===== src/rtl/rv_plic_claim_agent.sv =====
`default_nettype none
// +----------------------------------------------------------------------------+
// | rv_plic_claim_agent                                                        |
// | Hart-side PLIC claim/complete initiator over TL-UL with local ID handoff.  |
// | Revision: 1.0                                                              |
// +----------------------------------------------------------------------------+

package rv_plic_claim_agent_pkg;
  typedef struct packed {
    logic        a_valid;
    logic [2:0]  a_opcode;
    logic [2:0]  a_param;
    logic [1:0]  a_size;
    logic [7:0]  a_source;
    logic [31:0] a_address;
    logic [3:0]  a_mask;
    logic [31:0] a_data;
    logic        d_ready;
  } tlul_h2d_t;

  typedef struct packed {
    logic        d_valid;
    logic [2:0]  d_opcode;
    logic [2:0]  d_param;
    logic [1:0]  d_size;
    logic [7:0]  d_source;
    logic        d_sink;
    logic [31:0] d_data;
    logic        d_error;
    logic        a_ready;
  } tlul_d2h_t;
endpackage

module rv_plic_claim_agent
  import rv_plic_claim_agent_pkg::*;
#(
  parameter logic [31:0] CcAddr   = 32'h0000_0204,
  parameter int          SrcW     = 6,
  parameter logic [7:0]  SourceId = 8'h00,
  parameter int          CntW     = 8
) (
  input  logic            clk_i,
  input  logic            rst_ni,
  output tlul_h2d_t       tl_o,
  input  tlul_d2h_t       tl_i,
  input  logic            en_i,
  input  logic            irq_i,
  output logic [SrcW-1:0] id_o,
  output logic            id_valid_o,
  input  logic            id_ready_i,
  input  logic            done_i,
  output logic            busy_o,
  output logic            err_o,
  output logic [CntW-1:0] spurious_o
);

  localparam logic [2:0] c_st_idle    = 3'd0;
  localparam logic [2:0] c_st_clm_req = 3'd1;
  localparam logic [2:0] c_st_clm_rsp = 3'd2;
  localparam logic [2:0] c_st_deliver = 3'd3;
  localparam logic [2:0] c_st_service = 3'd4;
  localparam logic [2:0] c_st_cmp_req = 3'd5;
  localparam logic [2:0] c_st_cmp_rsp = 3'd6;

  localparam logic [2:0] c_op_get = 3'd4;
  localparam logic [2:0] c_op_put = 3'd0;

  logic [2:0]      r_state, w_state;
  tlul_h2d_t       r_tl, w_tl;
  logic [SrcW-1:0] r_id, w_id;
  logic            r_id_valid, w_id_valid;
  logic            r_busy, w_busy;
  logic            r_err, w_err;
  logic [CntW-1:0] r_spur, w_spur;

  logic            w_a_hs;
  logic [SrcW-1:0] w_rsp_id;
  logic            w_unused_d;

  assign w_a_hs   = r_tl.a_valid & tl_i.a_ready;
  assign w_rsp_id = tl_i.d_data[SrcW-1:0];
  assign w_unused_d = ^{tl_i.d_opcode, tl_i.d_param, tl_i.d_size, tl_i.d_source,
                        tl_i.d_sink, tl_i.d_data[31:SrcW]};

  always_ff @(posedge clk_i or negedge rst_ni) begin
    if (!rst_ni) begin
      r_state    <= c_st_idle;
      r_tl       <= '0;
      r_tl.d_ready <= 1'b1;
      r_id       <= '0;
      r_id_valid <= 1'b0;
      r_busy     <= 1'b0;
      r_err      <= 1'b0;
      r_spur     <= '0;
    end else begin
      r_state    <= w_state;
      r_tl       <= w_tl;
      r_id       <= w_id;
      r_id_valid <= w_id_valid;
      r_busy     <= w_busy;
      r_err      <= w_err;
      r_spur     <= w_spur;
    end
  end

  always_comb begin
    w_state = r_state;
    case (r_state)
      c_st_idle:    if (en_i && irq_i) w_state = c_st_clm_req;
      c_st_clm_req: if (w_a_hs) w_state = c_st_clm_rsp;
      c_st_clm_rsp: begin
        if (tl_i.d_valid) begin
          if (tl_i.d_error || (w_rsp_id == '0)) w_state = c_st_idle;
          else                                   w_state = c_st_deliver;
        end
      end
      c_st_deliver: if (id_ready_i) w_state = c_st_service;
      c_st_service: if (done_i) w_state = c_st_cmp_req;
      c_st_cmp_req: if (w_a_hs) w_state = c_st_cmp_rsp;
      c_st_cmp_rsp: if (tl_i.d_valid) w_state = c_st_idle;
      default:      w_state = c_st_idle;
    endcase
  end

  // Request fields are loaded only when a_valid rises, so they hold through a stall.
  always_comb begin
    w_tl         = r_tl;
    w_tl.d_ready = 1'b1;
    w_id         = r_id;
    w_id_valid   = r_id_valid;
    w_err        = r_err;
    w_spur       = r_spur;
    w_busy       = (w_state != c_st_idle);

    if (w_a_hs) begin
      w_tl.a_valid = 1'b0;
    end else if (((r_state == c_st_clm_req) || (r_state == c_st_cmp_req)) && !r_tl.a_valid) begin
      w_tl.a_valid   = 1'b1;
      w_tl.a_opcode  = (r_state == c_st_clm_req) ? c_op_get : c_op_put;
      w_tl.a_param   = 3'd0;
      w_tl.a_size    = 2'd2;
      w_tl.a_source  = SourceId;
      w_tl.a_address = CcAddr;
      w_tl.a_mask    = 4'hF;
      w_tl.a_data    = (r_state == c_st_clm_req) ? 32'd0 : {{(32-SrcW){1'b0}}, r_id};
    end

    if ((r_state == c_st_clm_rsp) && tl_i.d_valid) begin
      if (tl_i.d_error) begin
        w_err = 1'b1;
      end else if (w_rsp_id == '0) begin
        if (r_spur != '1) w_spur = r_spur + 1'b1;
      end else begin
        w_id       = w_rsp_id;
        w_id_valid = 1'b1;
      end
    end

    if ((r_state == c_st_deliver) && id_ready_i) w_id_valid = 1'b0;

    if ((r_state == c_st_cmp_rsp) && tl_i.d_valid && tl_i.d_error) w_err = 1'b1;
  end

  assign tl_o       = r_tl;
  assign id_o       = r_id;
  assign id_valid_o = r_id_valid;
  assign busy_o     = r_busy;
  assign err_o      = r_err;
  assign spurious_o = r_spur;

endmodule
`default_nettype wire


===== config.mk =====
export PLATFORM = sky130hd
export DESIGN_NAME = rv_plic_claim_agent
export DESIGN_NICKNAME = d
export VERILOG_FILES = /design/src/rtl/rv_plic_claim_agent.sv
export SDC_FILE = /design/constraint.sdc
export NUM_CORES = 1
export LEC_CHECK = 0
export CAP_MARGIN = 20
export CORE_UTILIZATION = 35
export CTS_BUF_LIST = sky130_fd_sc_hd__clkbuf_8
export CTS_CLUSTER_DIAMETER = 150
export DETAILED_ROUTE_END_ITERATION = 6
export PLACE_DENSITY = 0.88
export SLEW_MARGIN = 10
export SYNTH_ARGS = -nofsm -noshare
export SYNTH_HDL_FRONTEND = slang
export SYNTH_SLANG_ARGS = --single-unit

===== constraint.sdc =====
create_clock -name clk_i -period 3.5 [get_ports clk_i]
set_input_delay 0.7 -clock clk_i [delete_from_list [all_inputs] [get_ports clk_i]]
set_output_delay 0.7 -clock clk_i [all_outputs]
set_load 0.05 [all_outputs]

==> metrics.md <==
| Metric | Value |
|---|---|
| Total chip power | `1.73 mW` |
| Global route overflow | `0` |
| Initial antenna violation count | `0` |
| Post-synth top cells | `77 x buf_4, 29 x dfrtp_1, 20 x nand2_1` |
| Leak | `1.04 nW` |
| Most used DFF post-synth | `dfrtp_1` |
| Max FO, Critical Path | `8` |
| Critical path data arrival time | `2.61 ns` |
| Post-synthesis mux area share | `4.21%` |
| Total GRT Usage | `11.7%` |
| Final min period | `2.46 ns` |
| Least-Margin Pin Slew | `0.602 ns` |
| HP Class | `register to register` |
| Non-Filler Cell Area, Final | `0.00218 sq mm` |
| Number of CTS-inserted buffers | `5` |
| Synth warn | `0` |
| First-pass GRT wire length | `4860 um` |
| Synth Register Bits | `29` |
| N_diodes | `0` |
| Clk_skew | `0.00445 ns` |
| Max Cap Viol | `0` |
| Layout cells sized above 1 | `7.11%` |
| I/O Buffers | `46` |
| DP HPWL | `2450 um` |
| Synth Cell Area | `0.00187 sq mm` |
| Final hold violations | `0` |
| Largest net degree at the start of global routing | `30` |
| Type of the worst setup path | `input port to register` |
| Post-CTS resize count | `0` |
| RSZ-0062 raised after global routing | `no` |
| Placed cell area | `0.00210 sq mm` |
| Synthesis-to-finish area growth | `16.6%` |
| Outcome | `complete, no violations` |
| Max frequency | `406 MHz` |
| Vias per Instance | `3.94` |
| Root Driver | `clkbuf_8` |
| Routed WL | `3150 um` |
| Cell Rows | `26` |
| Skew-Pair Late Insertion Delay | `0.27 ns` |
| CTS max path bufs | `2` |
| Simple-gate area share of the yosys netlist | `14.9%` |
| Main area contributors after synthesis | `dfrtp_1 39%, buf_4 31%, mux2_2 4.2%` |
| Vias post-DR | `1219` |
| Sequential share of the synthesized area | `38.8%` |
| Async SR Flop Fraction | `100%` |
| Pwr Density | `792 mW/mm^2` |
| Hold buffers post-CTS | `0` |
| GPL Wtd Cong | `0.738` |
| Vias in the first global route | `1029` |
| Maximum VDD drop | `0.507 mV` |
| Crit path required time | `3.65 ns` |
| Final #Nets | `298` |
| Syn avg cell area | `9.55 sq um` |
| Core ar. | `0.00514 sq mm` |
| Post-synth EDFFs | `0` |
| Final TNS setup | `0 ns` |
| Yosys cell types | `32` |
| Mapped Cells | `196` |
| H-tree Lvls | `2` |
| CTS tree | `yes` |
| I/O pin count | `161` |
| Period utilization | `70.3%` |
| Post-synthesis adder-cell area fraction | `0.668%` |
| Worst-path clk slew | `0.05 ns` |
| Starting density of the core | `36.4%` |
| Residual DRC | `0` |
| Drt first-iter violations | `15` |
| Crit. End Element | `register` |
| Post-CTS Setup Bufs | `0` |
| Largest area contributor in the netlist | `dfrtp_1` |
| Die area | `0.00564 sq mm` |
| Post-synthesis compound-gate area fraction | `6.62%` |
| Die H | `75.1 um` |
| Hold WS | `0.462 ns` |
| Xor/xnor share of the synthesized area | `2.34%` |
| Clock sinks | `29` |
| DRT antenna net count | `0` |
| Largest family of logic cells by synthesized area | `buffers and inverters` |
| Startpoint types | `input port` |
| Relative slew margins | `59.9%` |
| Die W | `75.1 um` |
| Fin. max-slew vios | `0` |
| Post-synth top area share | `38.8%` |
| Routed length per instance | `10.2 um` |
| First-pass detailed-route iteration total | `4` |
| Most common cell in the netlist | `buf_4` |
| Endpoints failing setup | `0` |
critical path, cell delays in order:
cell and delay (ns):
clkdlybuf4s50_1 0.46, nor4_4 0.38, nand4_1 0.38, nor2_1 0.32
mux2_2 0.37
through the flow:
stage,utilization (%),std cells,setup slack (ns)
final,42.5,309,1.04
after detailed placement,40.8,302,0.789
after floorplan,-,265,1.43
after CTS,42.5,309,1.05
after global routing,42.5,309,0.952
after global placement,40.8,302,0.854
where the power goes:
| group | internal [mW] | switching, mW |
|---|---|---|
| registers | 0.446 | 0.104 |
| clock network | 0.152 | 0.111 |
| logic | 0.258 | 0.657 |
| total | 0.857 | 0.872 |
cells in the final DEF (no fill, tap or decap), types with 2 or more instances in the layout:
cell type / netlist / layout
conb_1: 2 / 71
clkdlybuf4s50_1: 0 / 46
dfrtp_1: 29 / 29
nand2_1: 20 / 20
o21ai_0: 11 / 11
nand3_1: 7 / 7
mux2_2: 7 / 7
clkbuf_8: 0 / 6
nor2_1: 5 / 5
xor2_1: 5 / 5
inv_1: 3 / 4
nand2b_1: 3 / 3
nor3_1: 2 / 2
nand4_1: 2 / 2
nor4_1: 2 / 2
nor3b_1: 2 / 2
cell type report:
cell class	count	area [sq um]
flip-flops and latches	29	726
clock inverters	1	3.75
well taps	70	87.6
repair buffers	47	468
clock buffers	6	82.6
multi-input cells	153	805
fillers	515	2960
inverters	3	11.3
path summary, 6_finish.rpt:
path	start	endpoint	slack [ns]	cells past startpoint
max	tl_i[3]	spurious_o[1]	1.04	5
min reg2reg	err_o	err_o	0.46	1
min	err_o	err_o	0.46	1
max in group asynchronous	rst_ni	id_o[5]	2.42	2
max reg2reg	r_state[2]	spurious_o[1]	1.59	4
min in group asynchronous	rst_ni	spurious_o[5]	0.81	2
state kept, by name, summed over array words and instances, names as in the netlist:
signal,cells
busy_o,1
err_o,1
id_o,6
id_valid_o,1
r_state,3
spurious_o,8
tl_o,9
layer usage:
metal,GRT usage (%),share of wire (%),vias to the layer above
met2,18.6,49,67
met5,0,0,-
li1,-,-,582
met3,3.48,6.1,5
met1,14.8,43,565
met4,4.94,1.6,0
kinds of logic after synthesis:
family,count (synthesis)
muxes,7
xor gates and xnor gates,5
DFF,29
other,2
and+or+nand+nor,51
AOI/OAI and AO/OA,18
adders and majority gates,1
buffers and inverters,83
No activity file was read; power rests on OpenSTA's default activity.
